==> config.mk <==
export PLATFORM = sky130hd
export DESIGN_NAME = ps2_keyboard_port
export DESIGN_NICKNAME = d
export VERILOG_FILES = /design/src/rtl/ps2_pkg.sv /design/src/rtl/ps2_fifo.sv /design/src/rtl/ps2_keyboard_port.sv
export SDC_FILE = /design/constraint.sdc
export NUM_CORES = 1
export LEC_CHECK = 0
export ABC_AREA = 1
export BUFFER_PORTS_ARGS = -buffer_cell sky130_fd_sc_hd__clkbuf_2
export CORE_MARGIN = 2
export CORE_UTILIZATION = 55
export DETAILED_ROUTE_END_ITERATION = 10
export GPL_TIMING_DRIVEN = 0
export HOLD_SLACK_MARGIN = 0.06
export PLACE_DENSITY_LB_ADDON = 0.1
export SYNTH_ARGS = -nofsm -noshare
export SYNTH_HDL_FRONTEND = slang
export SYNTH_HIERARCHICAL = 1
export SYNTH_SLANG_ARGS = --single-unit
export TNS_END_PERCENT = 30
==> constraint.sdc <==
create_clock -name clk -period 5.36 [get_ports clk]
set_input_delay 0.268 -clock clk [delete_from_list [all_inputs] [get_ports clk]]
set_output_delay 0.268 -clock clk [all_outputs]
set_load 0.05 [all_outputs]
==> src/rtl/ps2_pkg.sv <==
// Shared types and constants for the PS/2 keyboard port: receive FSM states,
// the CPU-visible address and the status bit positions in the read word.
package ps2_pkg;

    typedef enum logic [1:0] {
        IDLE   = 2'd0,
        DATA   = 2'd1,
        PARITY = 2'd2,
        STOP   = 2'd3
    } ps2_state_t;

    localparam logic [31:0] PS2_ADDR = 32'h0000_0FA8;

    localparam int RDATA_READY_BIT = 31;
    localparam int RDATA_OVF_BIT   = 30;
    localparam int RDATA_FERR_BIT  = 29;

endpackage

==> src/rtl/ps2_fifo.sv <==
// Scan-code FIFO with a separate occupancy counter so full and empty differ.
// A pop frees the head slot in the same edge, so push+pop while full is lossless.
module ps2_fifo #(
    parameter int DEPTH  = 4,
    parameter int DATA_W = 8
) (
    input  logic              clk,
    input  logic              rst_n,
    input  logic              push,
    input  logic              pop,
    input  logic [DATA_W-1:0] wdata,
    output logic [DATA_W-1:0] head,
    output logic              empty,
    output logic              drop
);

    localparam int AW = $clog2(DEPTH);

    logic [DATA_W-1:0] mem [DEPTH];
    logic [AW-1:0]     wr_ptr;
    logic [AW-1:0]     rd_ptr;
    logic [AW:0]       count;
    logic              full;
    logic              pop_en;
    logic              push_en;

    assign empty   = (count == '0);
    assign full    = (count == (AW+1)'(DEPTH));
    assign pop_en  = pop & ~empty;
    assign push_en = push & (~full | pop_en);
    assign drop    = push & full & ~pop_en;
    assign head    = mem[rd_ptr];

    always_ff @(posedge clk) begin
        if (push_en) begin
            mem[wr_ptr] <= wdata;
        end
    end

    always_ff @(posedge clk or negedge rst_n) begin
        if (!rst_n) begin
            wr_ptr <= '0;
            rd_ptr <= '0;
            count  <= '0;
        end else begin
            if (push_en) wr_ptr <= wr_ptr + AW'(1);
            if (pop_en)  rd_ptr <= rd_ptr + AW'(1);
            case ({push_en, pop_en})
                2'b10:   count <= count + (AW+1)'(1);
                2'b01:   count <= count - (AW+1)'(1);
                default: count <= count;
            endcase
        end
    end

endmodule

==> src/rtl/ps2_keyboard_port.sv <==
// PS/2 keyboard receiver: synchronizes the raw lines, decodes 11-bit frames,
// buffers accepted scan codes and exposes a status/data word to the CPU.
module ps2_keyboard_port
    import ps2_pkg::*;
#(
    parameter int FIFO_DEPTH     = 4,
    parameter int TIMEOUT_CYCLES = 100000
) (
    input  logic        clk,
    input  logic        rst_n,
    input  logic        ps2Clk,
    input  logic        ps2Data,
    input  logic        rdEn,
    output logic [31:0] rdata,
    output logic        keyReady
);

    localparam int TW = $clog2(TIMEOUT_CYCLES + 1);
    localparam logic [TW-1:0] TMO_LAST = TW'(TIMEOUT_CYCLES - 1);

    ps2_state_t state, state_nxt;

    logic          clk_p0, clk_p1, clk_p2;
    logic          data_p0, data_p1, data_p2, data_p3;
    logic          fall_p3;
    logic [7:0]    shreg;
    logic [2:0]    bit_cnt;
    logic          parity_bit;
    logic [TW-1:0] tmo_cnt;
    logic          overflow;
    logic          frame_err;

    logic          clr_cnt, shift_en, par_en, push, err_set, tmo_hit;
    logic [7:0]    head;
    logic          empty;
    logic          drop;

    // Stage p0/p1: two-flop synchronizers, p2/p3: falling-edge detect and align
    always_ff @(posedge clk or negedge rst_n) begin
        if (!rst_n) begin
            clk_p0  <= 1'b1;
            clk_p1  <= 1'b1;
            clk_p2  <= 1'b1;
            data_p0 <= 1'b1;
            data_p1 <= 1'b1;
            data_p2 <= 1'b1;
            data_p3 <= 1'b1;
            fall_p3 <= 1'b0;
        end else begin
            clk_p0  <= ps2Clk;
            clk_p1  <= clk_p0;
            clk_p2  <= clk_p1;
            data_p0 <= ps2Data;
            data_p1 <= data_p0;
            data_p2 <= data_p1;
            data_p3 <= data_p2;
            fall_p3 <= clk_p2 & ~clk_p1;
        end
    end

    always_comb begin
        state_nxt = state;
        clr_cnt   = 1'b0;
        shift_en  = 1'b0;
        par_en    = 1'b0;
        push      = 1'b0;
        err_set   = 1'b0;
        tmo_hit   = (state != IDLE) && !fall_p3 && (tmo_cnt == TMO_LAST);
        case (state)
            IDLE: begin
                if (fall_p3 && !data_p3) begin
                    state_nxt = DATA;
                    clr_cnt   = 1'b1;
                end
            end
            DATA: begin
                if (fall_p3) begin
                    shift_en = 1'b1;
                    if (bit_cnt == 3'd7) state_nxt = PARITY;
                end
            end
            PARITY: begin
                if (fall_p3) begin
                    par_en    = 1'b1;
                    state_nxt = STOP;
                end
            end
            STOP: begin
                if (fall_p3) begin
                    state_nxt = IDLE;
                    // Odd parity: data plus parity bit must hold an odd number of ones
                    if (data_p3 && (^{shreg, parity_bit})) push = 1'b1;
                    else                                   err_set = 1'b1;
                end
            end
            default: state_nxt = IDLE;
        endcase
        if (tmo_hit) begin
            state_nxt = IDLE;
            err_set   = 1'b1;
        end
    end

    always_ff @(posedge clk or negedge rst_n) begin
        if (!rst_n) begin
            state      <= IDLE;
            shreg      <= '0;
            bit_cnt    <= '0;
            parity_bit <= 1'b0;
            tmo_cnt    <= '0;
            overflow   <= 1'b0;
            frame_err  <= 1'b0;
        end else begin
            state <= state_nxt;
            if (clr_cnt)  bit_cnt <= '0;
            if (shift_en) begin
                shreg   <= {data_p3, shreg[7:1]};
                bit_cnt <= bit_cnt + 3'd1;
            end
            if (par_en) parity_bit <= data_p3;
            if (state_nxt == IDLE || fall_p3) tmo_cnt <= '0;
            else                              tmo_cnt <= tmo_cnt + TW'(1);
            // Setting wins over the read-side clear
            if (drop)      overflow <= 1'b1;
            else if (rdEn) overflow <= 1'b0;
            if (err_set)   frame_err <= 1'b1;
            else if (rdEn) frame_err <= 1'b0;
        end
    end

    ps2_fifo #(
        .DEPTH  (FIFO_DEPTH),
        .DATA_W (8)
    ) u_fifo (
        .clk   (clk),
        .rst_n (rst_n),
        .push  (push),
        .pop   (rdEn),
        .wdata (shreg),
        .head  (head),
        .empty (empty),
        .drop  (drop)
    );

    assign keyReady = ~empty;

    always_comb begin
        rdata                  = '0;
        rdata[RDATA_READY_BIT] = keyReady;
        rdata[RDATA_OVF_BIT]   = overflow;
        rdata[RDATA_FERR_BIT]  = frame_err;
        rdata[7:0]             = empty ? 8'h00 : head;
    end

endmodule

==> reports/metrics.cfg, run 1 <==
[timing]
slew_viol_final = 0
rsz0062_at_grt = false
relSlewSlack_pct = 22.4
finalCritPeriodShare_pct = 48.2
fin_skew_ps = 8.85
setup_viol = 0
finalSetupTns_ps = 0
clock.fmax_mhz = 387
hold_ws_ps = 138
tightest_slew_ps = 1160
final-hold-violation-count = 0
period_needed_ps = 2590

[final_layout]
layout-area-overhead-vs-synth_pct = 12.6
final_common_cell = nand2_1
diodes = 0
fin_cells = 587
final_cell_mix = nand2_1, nor2_1, inv_1, dfrtp_1, edfxtp_1
nNetsFinal = 497
drive_gt1_share_pct = 18.4

[worst_setup_path]
cpLargestDelayFamily = simple AND/OR/NAND/NOR gates
start_kind = flop
worstPathArrival_ps = 2560
reg2reg_slack_ps = 2770
crit_type = reg2reg
rr_worst_depth = 10
max_stage_delay_ps = 630
reg2reg_to = u_fifo/mem[2][0]
cp.required_ps = 5340
r2r-start = shreg[4]
end_kind = flop
crit_buf_inv = 1
slowest_stage = nor2_1
path_cells = inv_1 > nand2_1 > nand2_1 > nand2_1 > nand3_1 > nand3_1 > nand3_1 > nor2_1 > nand2_4 > nor2_1
cp_max_fo = 8

[grt]
grt_use_met3_pct = 4.43
grt-busiest-layer = met2
grt_overflow = 0
track_usage_pct = 19.5
grt_pass1_wl_um = 11500
grt_pass1_vias = 2512
grt_max_degree = 49
grtUsageMet1_pct = 22.7
antenna_found_initial = 0
met2_usage_pct = 34.7

[power]
switching_share_pct = 42.9
p_leak_uw = 0.00209
p_clk_share_pct = 21.0
powerDensity_nw_per_um2 = 480
p_switching_uw = 926
power_frac_seq_pct = 38.9
combPwrFrac_pct = 40.1
vdd_drop_max_uv = 244
internal_power_uw = 1230

[min_path]
hp-class = in2async

[placed_design]
hpwlAfterDp_um = 4930
routabilityCongestion = 0.847
dp.cells = 569
portBuffers = 16

[clock_tree]
htreeDepth = 3
clock-sinks = 80
cts_buffers = 9
clk_latency_ps = 350
cts_buffer_depth = 2
clkTransAtPathRegs_ps = 90
cts_setup_buffers = 0
cts_tree = yes
root_buffer = clkbuf_8

[die]
pin_count = 38
num_rows = 31
die_h_um = 89.3
die_w_um = 89.3
die_area_um2 = 7970
core_area_um2 = 7140
start_util_pct = 56.0

[logic_synthesis]
synth_cell_types = 35
synth-seq-area-share_pct = 54.3
synthFlopType = dfrtp_1
synth_edf_count = 32
avgSynthCellArea_um2 = 9.21
synthArstFlopShare_pct = 60.0
syn_area_um2 = 4000
ys_seq_elements = 80
yosys_warnings = 6
syn_inst = 434

[status]
outcome = finished, final reports clean

[detailed_routing]
totalWireLength_um = 7080
num_vias = 2770
via_per_inst = 4.72
drtAntennaViolNets = 0
route.detailed.drc = 0
wl_per_cell_um = 12.1
drt_iter0_markers = 159
first_pass_iters = 4

[job]
maxCapViolCount = 0

==> metal layers <==
layer,wire (um),vias up
met4,135,0
met3,190,11
met5,0,-
li1,-,1424
met1,3000,1282
met2,3750,53
==> sequential cells by signal, indices dropped and copies added (netlist names) <==
register       count
data_p1            1
clk_p2             1
u_fifo/wr_ptr      2
data_p0            1
tmo_cnt           17
u_fifo/rd_ptr      2
data_p2            1
clk_p0             1
bit_cnt            3
u_fifo/count       3
overflow           1
shreg              8
frame_err          1
fall_p3            1
parity_bit         1
u_fifo/mem        32
data_p3            1
clk_p1             1
state              2
==> worst max-delay path by stage <==
| stage | end | from | slack, ps | cells after the start |
|---|---|---|---|---|
| floorplan | u_fifo/count[1] | shreg[4] | 3190 | 14 |
| global placement | u_fifo/mem[3][4] | shreg[4] | 2850 | 10 |
| detailed placement | u_fifo/mem[0][5] | shreg[4] | 2760 | 10 |
| CTS | u_fifo/mem[0][7] | shreg[4] | 2730 | 10 |
| global route | u_fifo/mem[2][0] | shreg[4] | 2530 | 10 |
| finish | u_fifo/mem[2][0] | shreg[4] | 2770 | 10 |
==> per-stage QoR <==
| step | utilization, % | cell area [um2] | setup WS, ps | total power, uW |
|---|---|---|---|---|
| after CTS | 63.0 | 4500 | 2730 | 2180 |
| after global routing | 63.0 | 4500 | 2530 | 2320 |
| after floorplan | - | 4070 | 3190 | 1530 |
| after global placement | 59.9 | 4280 | 2850 | 1700 |
| final | 63.0 | 4500 | 2770 | 2160 |
| after detailed placement | 59.9 | 4280 | 2760 | 1730 |
==> area by class of cell <==
cell class              count  area (um2)
flip-flops and latches     80        2170
multi-input cells         279        1410
clock inverters             7        78.8
fillers                   630        2640
repair buffers             18         100
plain buffers              32         251
clock buffers               9         124
inverters                  63         236
well taps                  99         124
==> power by group through the flow <==
stage	registers [uW]	logic, uW	clock network (uW)
after global placement	847	855	0
after floorplan	826	707	0
after global routing	855	971	491
after detailed placement	854	873	0
after CTS	842	876	465
final	841	865	454
==> kinds of logic after synthesis <==
| logic type | after synthesis | synth area share, % |
|---|---|---|
| AOI/OAI and AO/OA | 36 | 5.76 |
| xor gates and xnor gates | 15 | 3.29 |
| adders and majority gates | 9 | 3.00 |
| buffers and inverters | 95 | 12.2 |
| DFF | 80 | 54.3 |
| other | 1 | 0.0938 |
| and+or+nand+nor | 198 | 21.3 |
==> synthesized netlist by cell type (3+ instances only) <==
library cell | n | area [um2]
nand2_1 | 89 | 334
nor2_1 | 62 | 233
inv_1 | 59 | 221
dfrtp_1 | 41 | 1030
edfxtp_1 | 32 | 961
buf_4 | 26 | 195
o21ai_0 | 19 | 95.1
nand3_1 | 18 | 90.1
xor2_1 | 10 | 87.6
o211ai_1 | 9 | 67.6
ha_1 | 8 | 100
nor3_1 | 8 | 40.0
dfstp_2 | 7 | 184
nand4_1 | 6 | 37.5
nor2_2 | 6 | 37.5
xnor2_1 | 5 | 43.8
inv_2 | 4 | 15.0
buf_6 | 3 | 33.8
nand2_2 | 3 | 18.8
==> worst register-to-register path: stages, from the launching register on <==
cell and delay (ps):
dfrtp_1 490, inv_1 110, nand2_1 90, nand2_1 80, nand2_1 80, nand3_1 110, nand3_1 110, nand3_1 100
nor2_1 300, nand2_4 120, nor2_1 630
==> timing repair <==
| action | in CTS | in global routing |
|---|---|---|
| resized for setup | 0 | 0 |
| hold buffers | 2 | 0 |
| hold endpoints to repair | 2 | 0 |
Power figures use the tool's default switching activity.
==> run 2, diff against run 1 <==
--- a/config.mk
+++ b/config.mk
@@ -5,7 +5,7 @@
 export SDC_FILE = /design/constraint.sdc
 export NUM_CORES = 1
 export LEC_CHECK = 0
-export ABC_AREA = 1
+export ABC_AREA = 0
 export BUFFER_PORTS_ARGS = -buffer_cell sky130_fd_sc_hd__clkbuf_2
 export CORE_MARGIN = 2
 export CORE_UTILIZATION = 55
==> constraint.sdc (replaced) <==
create_clock -name clk -period 2.66 [get_ports clk]
set_input_delay 0.133 -clock clk [delete_from_list [all_inputs] [get_ports clk]]
set_output_delay 0.133 -clock clk [all_outputs]
set_load 0.05 [all_outputs]
==> run 2 against run 1 <==
  * Combinational power grew 84%
  * Via count down 25%
  * Global-route usage down 3.2 points
  * Largest cell class unchanged
  * Register-to-register slack worse by 2700 ps
  * Hold slack gained 14 ps
  * Power up 87%
  * Clock power rose by 65%
  * Non-clock buffer count increased by 4
  * Routed wire length shrank 23%
  * Synthesized cell count down 35%
  * Sequential share of layout area rose by 4.4 points
==> reports/metrics.cfg, run 2 <==
[detailed_routing]
drt_iter0_markers = 61
num_vias = 2065
wl_met1_um = 2390
route.detailed.drc = 0
via_per_inst = 4.90
totalWireLength_um = 5480
wl_per_cell_um = 13.0
top_layer_used = met4
dr_wl_met3_um = 239
drtAntennaViolNets = 0
first_pass_iters = 4
route.met2.wl_um = 2810

[timing]
setup_viol = 0
relSlewSlack_pct = 24.4
rsz0062_at_grt = true
tightest_slew_ps = 1130
final-hold-violation-count = 0
hold_ws_ps = 152
finalCritPeriodShare_pct = 96.0
slew_viol_final = 0
clock.fmax_mhz = 392
fin_skew_ps = 6.56
period_needed_ps = 2550

[min_path]
min_path_cells = 3
hold_end = overflow
hp-class = in2reg
hold_path.startpoint = rdEn

[die]
core_area_um2 = 6350
pin_count = 38
die_w_um = 84.8
die_h_um = 84.8
start_util_pct = 56.6
die_area_um2 = 7200
num_rows = 29

[final_layout]
fin_util_pct = 65.1
final_common_cell = dfrtp_1
largest_reg_flops = 32
n_fill_cell = 520
diodes = 0
nNetsFinal = 353
regMostFlops = u_fifo/mem
layout-area-overhead-vs-synth_pct = 15.1
largestRegisters = u_fifo/mem x32, tmo_cnt x17, shreg x8
fin_cells = 421
final_cell_mix = dfrtp_1, nand2_1, edfxtp_1, buf_4, nor2_1
drive_gt1_share_pct = 29.1
stdcell_area_um2 = 4140

[logic_synthesis]
avgSynthCellArea_um2 = 12.7
synth_area_leaders = dfrtp_1, edfxtp_1, dfstp_2
syn_inst = 282
post-synth-top-count-cell = dfrtp_1
yosys_warnings = 6
syn_area_um2 = 3590
synth_edf_count = 32
synth_top_area_share_pct = 28.6
ys_seq_elements = 80
synthFlopType = dfrtp_1
synth_cell_types = 39
synth-seq-area-share_pct = 60.4
synth_largest_area_cell = dfrtp_1
ys_top_cells_by_count = dfrtp_1, nand2_1, edfxtp_1, nor2_1, buf_4
synthArstFlopShare_pct = 60.0

[placed_design]
placed_area_um2 = 3840
portBuffers = 16
routabilityCongestion = 0.740
hpwlAfterDp_um = 3640
dp.cells = 395

[worst_setup_path]
r2r-start = shreg[4]
cp_max_fo = 4
reg2reg_slack_ps = 110
worstPathArrival_ps = 2780
rr_worst_depth = 13
cp.required_ps = 2880
reg2reg_to = u_fifo/count[2]
start_kind = flop
crit_type = reg2reg
end_kind = flop

[grt]
grt_max_degree = 49
grt_pass1_vias = 1941
antenna_found_initial = 0
grt_pass1_wl_um = 8980
grt_overflow = 0
track_usage_pct = 16.3

[power]
p_leak_uw = 0.00184
powerDensity_nw_per_um2 = 977
vdd_drop_max_uv = 745
switching_share_pct = 37.6
p_switching_uw = 1520
power_frac_seq_pct = 42.2
combPwrFrac_pct = 39.3
internal_power_uw = 2520
p_clk_share_pct = 18.5

[clock_tree]
clkTransAtPathRegs_ps = 80
cts_buffers = 9
htreeDepth = 3
clk_latency_ps = 340
cts_buffer_depth = 2
cts_tree = yes
clock-sinks = 80
root_buffer = clkbuf_8

[status]
outcome = finished, final reports clean

[job]
maxCapViolCount = 0

run 2: cell count changes in the layout (fill, tap and decap cells not counted), moves of 8 or more:
cell,before,now
o21ai_0,19,6
nor2_1,62,25
mux4_2,0,8
nand3_1,18,8
nor2b_1,0,11
inv_1,59,9
nand2_1,89,35
o211ai_1,9,0
run 2: power groups by stage:
stage / clock, uW / sequential, uW / combinational [uW]
2_1_floorplan: 0 / 1680 / 1160
3_3_place_gp: 0 / 1730 / 1360
3_5_place_dp: 0 / 1740 / 1380
4_1_cts: 773 / 1720 / 1420
5_1_grt: 830 / 1740 / 1730
6_report: 748 / 1710 / 1590
run 2: layer usage:
metal	GRT usage [%]	up-vias
met3	5.64	2
met5	0	-
met2	27.6	44
li1	-	1026
met1	19.7	993
met4	5.63	0
run 2: critical path, stage by stage, from the launching register on:
cell	delay, ps
dfrtp_2	440
xnor2_2	170
xnor3_1	460
xnor2_2	200
nand2_1	80
nor2_2	100
nor2b_4	180
inv_2	50
ha_4	160
inv_2	50
fa_2	180
xor2_1	140
nor2_1	70
xor2_1	150
run 2: final cells by class:
type / instances / area, um2 / area share [%]
Inverter: 11 / 41.3 / 0.998
Buffer: 28 / 198 / 4.78
Sequential cell: 80 / 2180 / 52.6
Clock inverter: 6 / 37.5 / 0.907
Multi-Input combinational cell: 183 / 1300 / 31.3
Tap cell: 77 / 96.3 / 2.33
Clock buffer: 10 / 128 / 3.09
Timing Repair Buffer: 26 / 163 / 3.93
run 2: kinds of logic after synthesis:
family	Yosys count	synth area share [%]
buffers and inverters	39	6.65
muxes	10	5.71
xor gates and xnor gates	28	7.42
adders and majority gates	9	3.34
and+or+nand+nor	100	13.7
other	1	0.104
DFF	80	60.4
AOI/OAI and AO/OA	15	2.68
run 2: worst max path at each step:
stage | from | to | slack, ps | cells after the start
floorplan | shreg[1] | u_fifo/count[2] | 160 | 13
global placement | shreg[1] | u_fifo/count[2] | -110 | 13
detailed placement | shreg[1] | u_fifo/count[2] | -190 | 13
CTS | shreg[6] | u_fifo/count[2] | 20 | 13
global route | shreg[4] | u_fifo/count[2] | -50 | 13
finish | shreg[4] | u_fifo/count[2] | 110 | 13
run 2: per-stage QoR:
stage	setup TNS, ps	power, uW	worst slack [ps]
after floorplan	0	2840	160
after global placement	-194	3090	-114
after detailed placement	-344	3130	-187
after CTS	0	3910	19.8
after global routing	-45.6	4300	-45.6
final	0	4040	106
run 2: what timing repair did:
item / 4_1_cts / 5_1_grt
resized for setup: 5 / 9
pin swaps: 2 / 6
buffers inserted: 2 / 5
hold endpoints to repair: 43 / 0
endpoints found under the setup margin: 2 / 2
hold buffers: 3 / 0
==> run 3, diff against run 2 <==
--- a/config.mk
+++ b/config.mk
@@ -15,6 +15,5 @@
 export PLACE_DENSITY_LB_ADDON = 0.1
 export SYNTH_ARGS = -nofsm -noshare
 export SYNTH_HDL_FRONTEND = slang
-export SYNTH_HIERARCHICAL = 1
 export SYNTH_SLANG_ARGS = --single-unit
 export TNS_END_PERCENT = 30
==> run 3 against run 2 <==
  * Synthesized cell count grew 7.1%
  * Worst setup slack lost 26 ps
  * Core utilization grew 0.86 points
  * Clock-buffer cell count grew 1
  * Sequential share of layout area shrank 1.3 points
  * Cell area grew 2.5%
  * Critical path type unchanged
  * Critical endpoint is now u_fifo.count[1]
  * Largest cell class unchanged
  * Largest power group unchanged
==> reports/metrics.cfg, run 3 <==
[logic_synthesis]
syn_area_um2 = 3710
synthArstFlopShare_pct = 60.0
synth_top_area_share_pct = 27.6
post-synth-top-count-cell = dfrtp_1
ys_seq_elements = 80
synth-seq-area-share_pct = 58.5
yosys_warnings = 0
syn_inst = 302
ys_top_cells_by_count = dfrtp_1, nand2_1, nor2_1, edfxtp_1, buf_4
synth_edf_count = 32
synth_cell_types = 40
synth_area_leaders = dfrtp_1, edfxtp_1, dfstp_2
synth_largest_area_cell = dfrtp_1
synthFlopType = dfrtp_1
avgSynthCellArea_um2 = 12.3

[timing]
fin_skew_ps = 6.61
clock.fmax_mhz = 388
tightest_slew_ps = 1160
final-hold-violation-count = 0
setup_viol = 0
hold_ws_ps = 226
finalSetupTns_ps = 0
relSlewSlack_pct = 22.7
rsz0062_at_grt = true
period_needed_ps = 2580
slew_viol_final = 0
finalCritPeriodShare_pct = 97.0

[clock_tree]
cts_tree = yes
htreeDepth = 3
clk_latency_ps = 330
clkTransAtPathRegs_ps = 80
cts_buffers = 9
root_buffer = clkbuf_8
cts_buffer_depth = 2
clock-sinks = 80

[power]
vdd_drop_max_uv = 555
power_uw = 4300
powerDensity_nw_per_um2 = 1010
p_leak_uw = 0.00188

[grt]
track_usage_pct = 16.2
antenna_found_initial = 0
grt_overflow = 0
grt_pass1_vias = 2056
grt_pass1_wl_um = 9220
grt_max_degree = 49

[final_layout]
diodes = 0
fin_cells = 437
stdcell_area_um2 = 4240
final_common_cell = nand2_1
layout-area-overhead-vs-synth_pct = 14.2
nNetsFinal = 368
final_cell_mix = nand2_1, dfrtp_1, nor2_1, edfxtp_1, buf_4
largest_reg_flops = 32
n_fill_cell = 503
largestRegisters = u_fifo.mem x32, tmo_cnt x17, shreg x8
drive_gt1_share_pct = 24.7
regMostFlops = u_fifo.mem

[worst_setup_path]
crit_type = reg2reg
cp_max_fo = 7
worstPathArrival_ps = 2810
cp.required_ps = 2890
end_kind = flop
start_kind = flop

[job]
maxCapViolCount = 0

[status]
outcome = finished, final reports clean

[die]
core_area_um2 = 6420
pin_count = 38
num_rows = 29
start_util_pct = 57.8
die_w_um = 86.1
die_area_um2 = 7420
die_h_um = 86.1

[detailed_routing]
num_vias = 2171
route.detailed.drc = 0
drtAntennaViolNets = 0
drt_iter0_markers = 142
totalWireLength_um = 5480
wl_per_cell_um = 12.5
via_per_inst = 4.97
first_pass_iters = 4

[placed_design]
dp.cells = 414
portBuffers = 15
hpwlAfterDp_um = 3670
placed_area_um2 = 3960
routabilityCongestion = 0.742

[min_path]
hp-class = in2reg

## run 3: changes by cell type after synthesis, moves of 3 or more
| cell | previous run | this run |
|---|---|---|
| and3_1 | 0 | 6 |
| nor2_1 | 26 | 33 |
| or3_1 | 0 | 3 |
| nor2b_1 | 11 | 3 |
| inv_1 | 11 | 5 |
| clkbuf_1 | 1 | 4 |
| nand3b_1 | 0 | 4 |
| and2_1 | 0 | 13 |
| and2_2 | 5 | 0 |
| xor2_1 | 15 | 12 |
## run 3: worst max-delay path, cell delays in order (launching register included)
cell and delay [ps]:
dfrtp_2 470, xnor2_1 210, xnor3_2 400, mux2_4 320
nor2b_1 140, fa_1 470, or2_2 280, mux2i_1 120
nor4b_1 60
## run 3: layer usage
metal / vias up / wire length, um / share of wire (%) / track usage, %
li1: 1095 / - / - / -
met1: 1039 / 2610 / 48 / 20.8
met2: 33 / 2660 / 49 / 26.8
met3: 4 / 176 / 3.2 / 5.00
met4: 0 / 38 / 0.69 / 4.91
met5: - / 0 / 0 / 0
## run 3: repair_timing
item / CTS / global route
hold endpoints to repair: 14 / 0
gates resized for setup: 5 / 2
hold buffers: 3 / 0
setup endpoints to repair: 1 / 9
setup buffers: 2 / 2
pin swaps: 1 / 2
## run 3: worst paths after layout
kind	slack, ps	startpoint	cells past startpoint	end
max	80	shreg[5]	8	u_fifo.count[1]
min	230	rdEn	3	u_fifo.rd_ptr[1]
max reg2reg	80	shreg[5]	8	u_fifo.count[1]
min reg2reg	360	data_p2	0	data_p3
max in group asynchronous	1310	rst_n	2	shreg[1]
min in group asynchronous	560	rst_n	2	tmo_cnt[1]
## run 3: logic make-up (layout without fill, tap and decap cells)
family / after synthesis / after routing / synth area share, %
and+or+nand+nor: 123 / 123 / 16.2
DFF: 80 / 80 / 58.5
buffers and inverters: 37 / 75 / 6.47
xor gates and xnor gates: 26 / 26 / 6.88
AOI/OAI and AO/OA: 15 / 15 / 2.73
muxes: 12 / 12 / 6.20
adders and majority gates: 8 / 8 / 2.90
other: 1 / 21 / 0.101
## run 3: where the power goes
group,switching (uW),internal [uW],leakage (uW)
clock network,412,529,0.000104
registers,197,1520,0.000896
logic,962,683,0.000883
## run 3: layout make-up
cell class	instances	area (um2)	area share [%]
Sequential cell	80	2180	51.4
Timing Repair Buffer	22	135	3.19
Tap cell	77	96.3	2.27
Clock inverter	5	81.3	1.92
Inverter	5	18.8	0.443
Multi-Input combinational cell	205	1380	32.5
Buffer	32	221	5.22
Clock buffer	11	131	3.10
## run 3: through the flow
| stage | util (%) | setup slack (ps) |
|---|---|---|
| after detailed placement | 61.6 | -70.8 |
| after global routing | 66.0 | -80.0 |
| after CTS | 65.7 | 17.5 |
| final | 66.0 | 79.6 |
| after floorplan | - | 120 |
| after global placement | 61.6 | -44.9 |
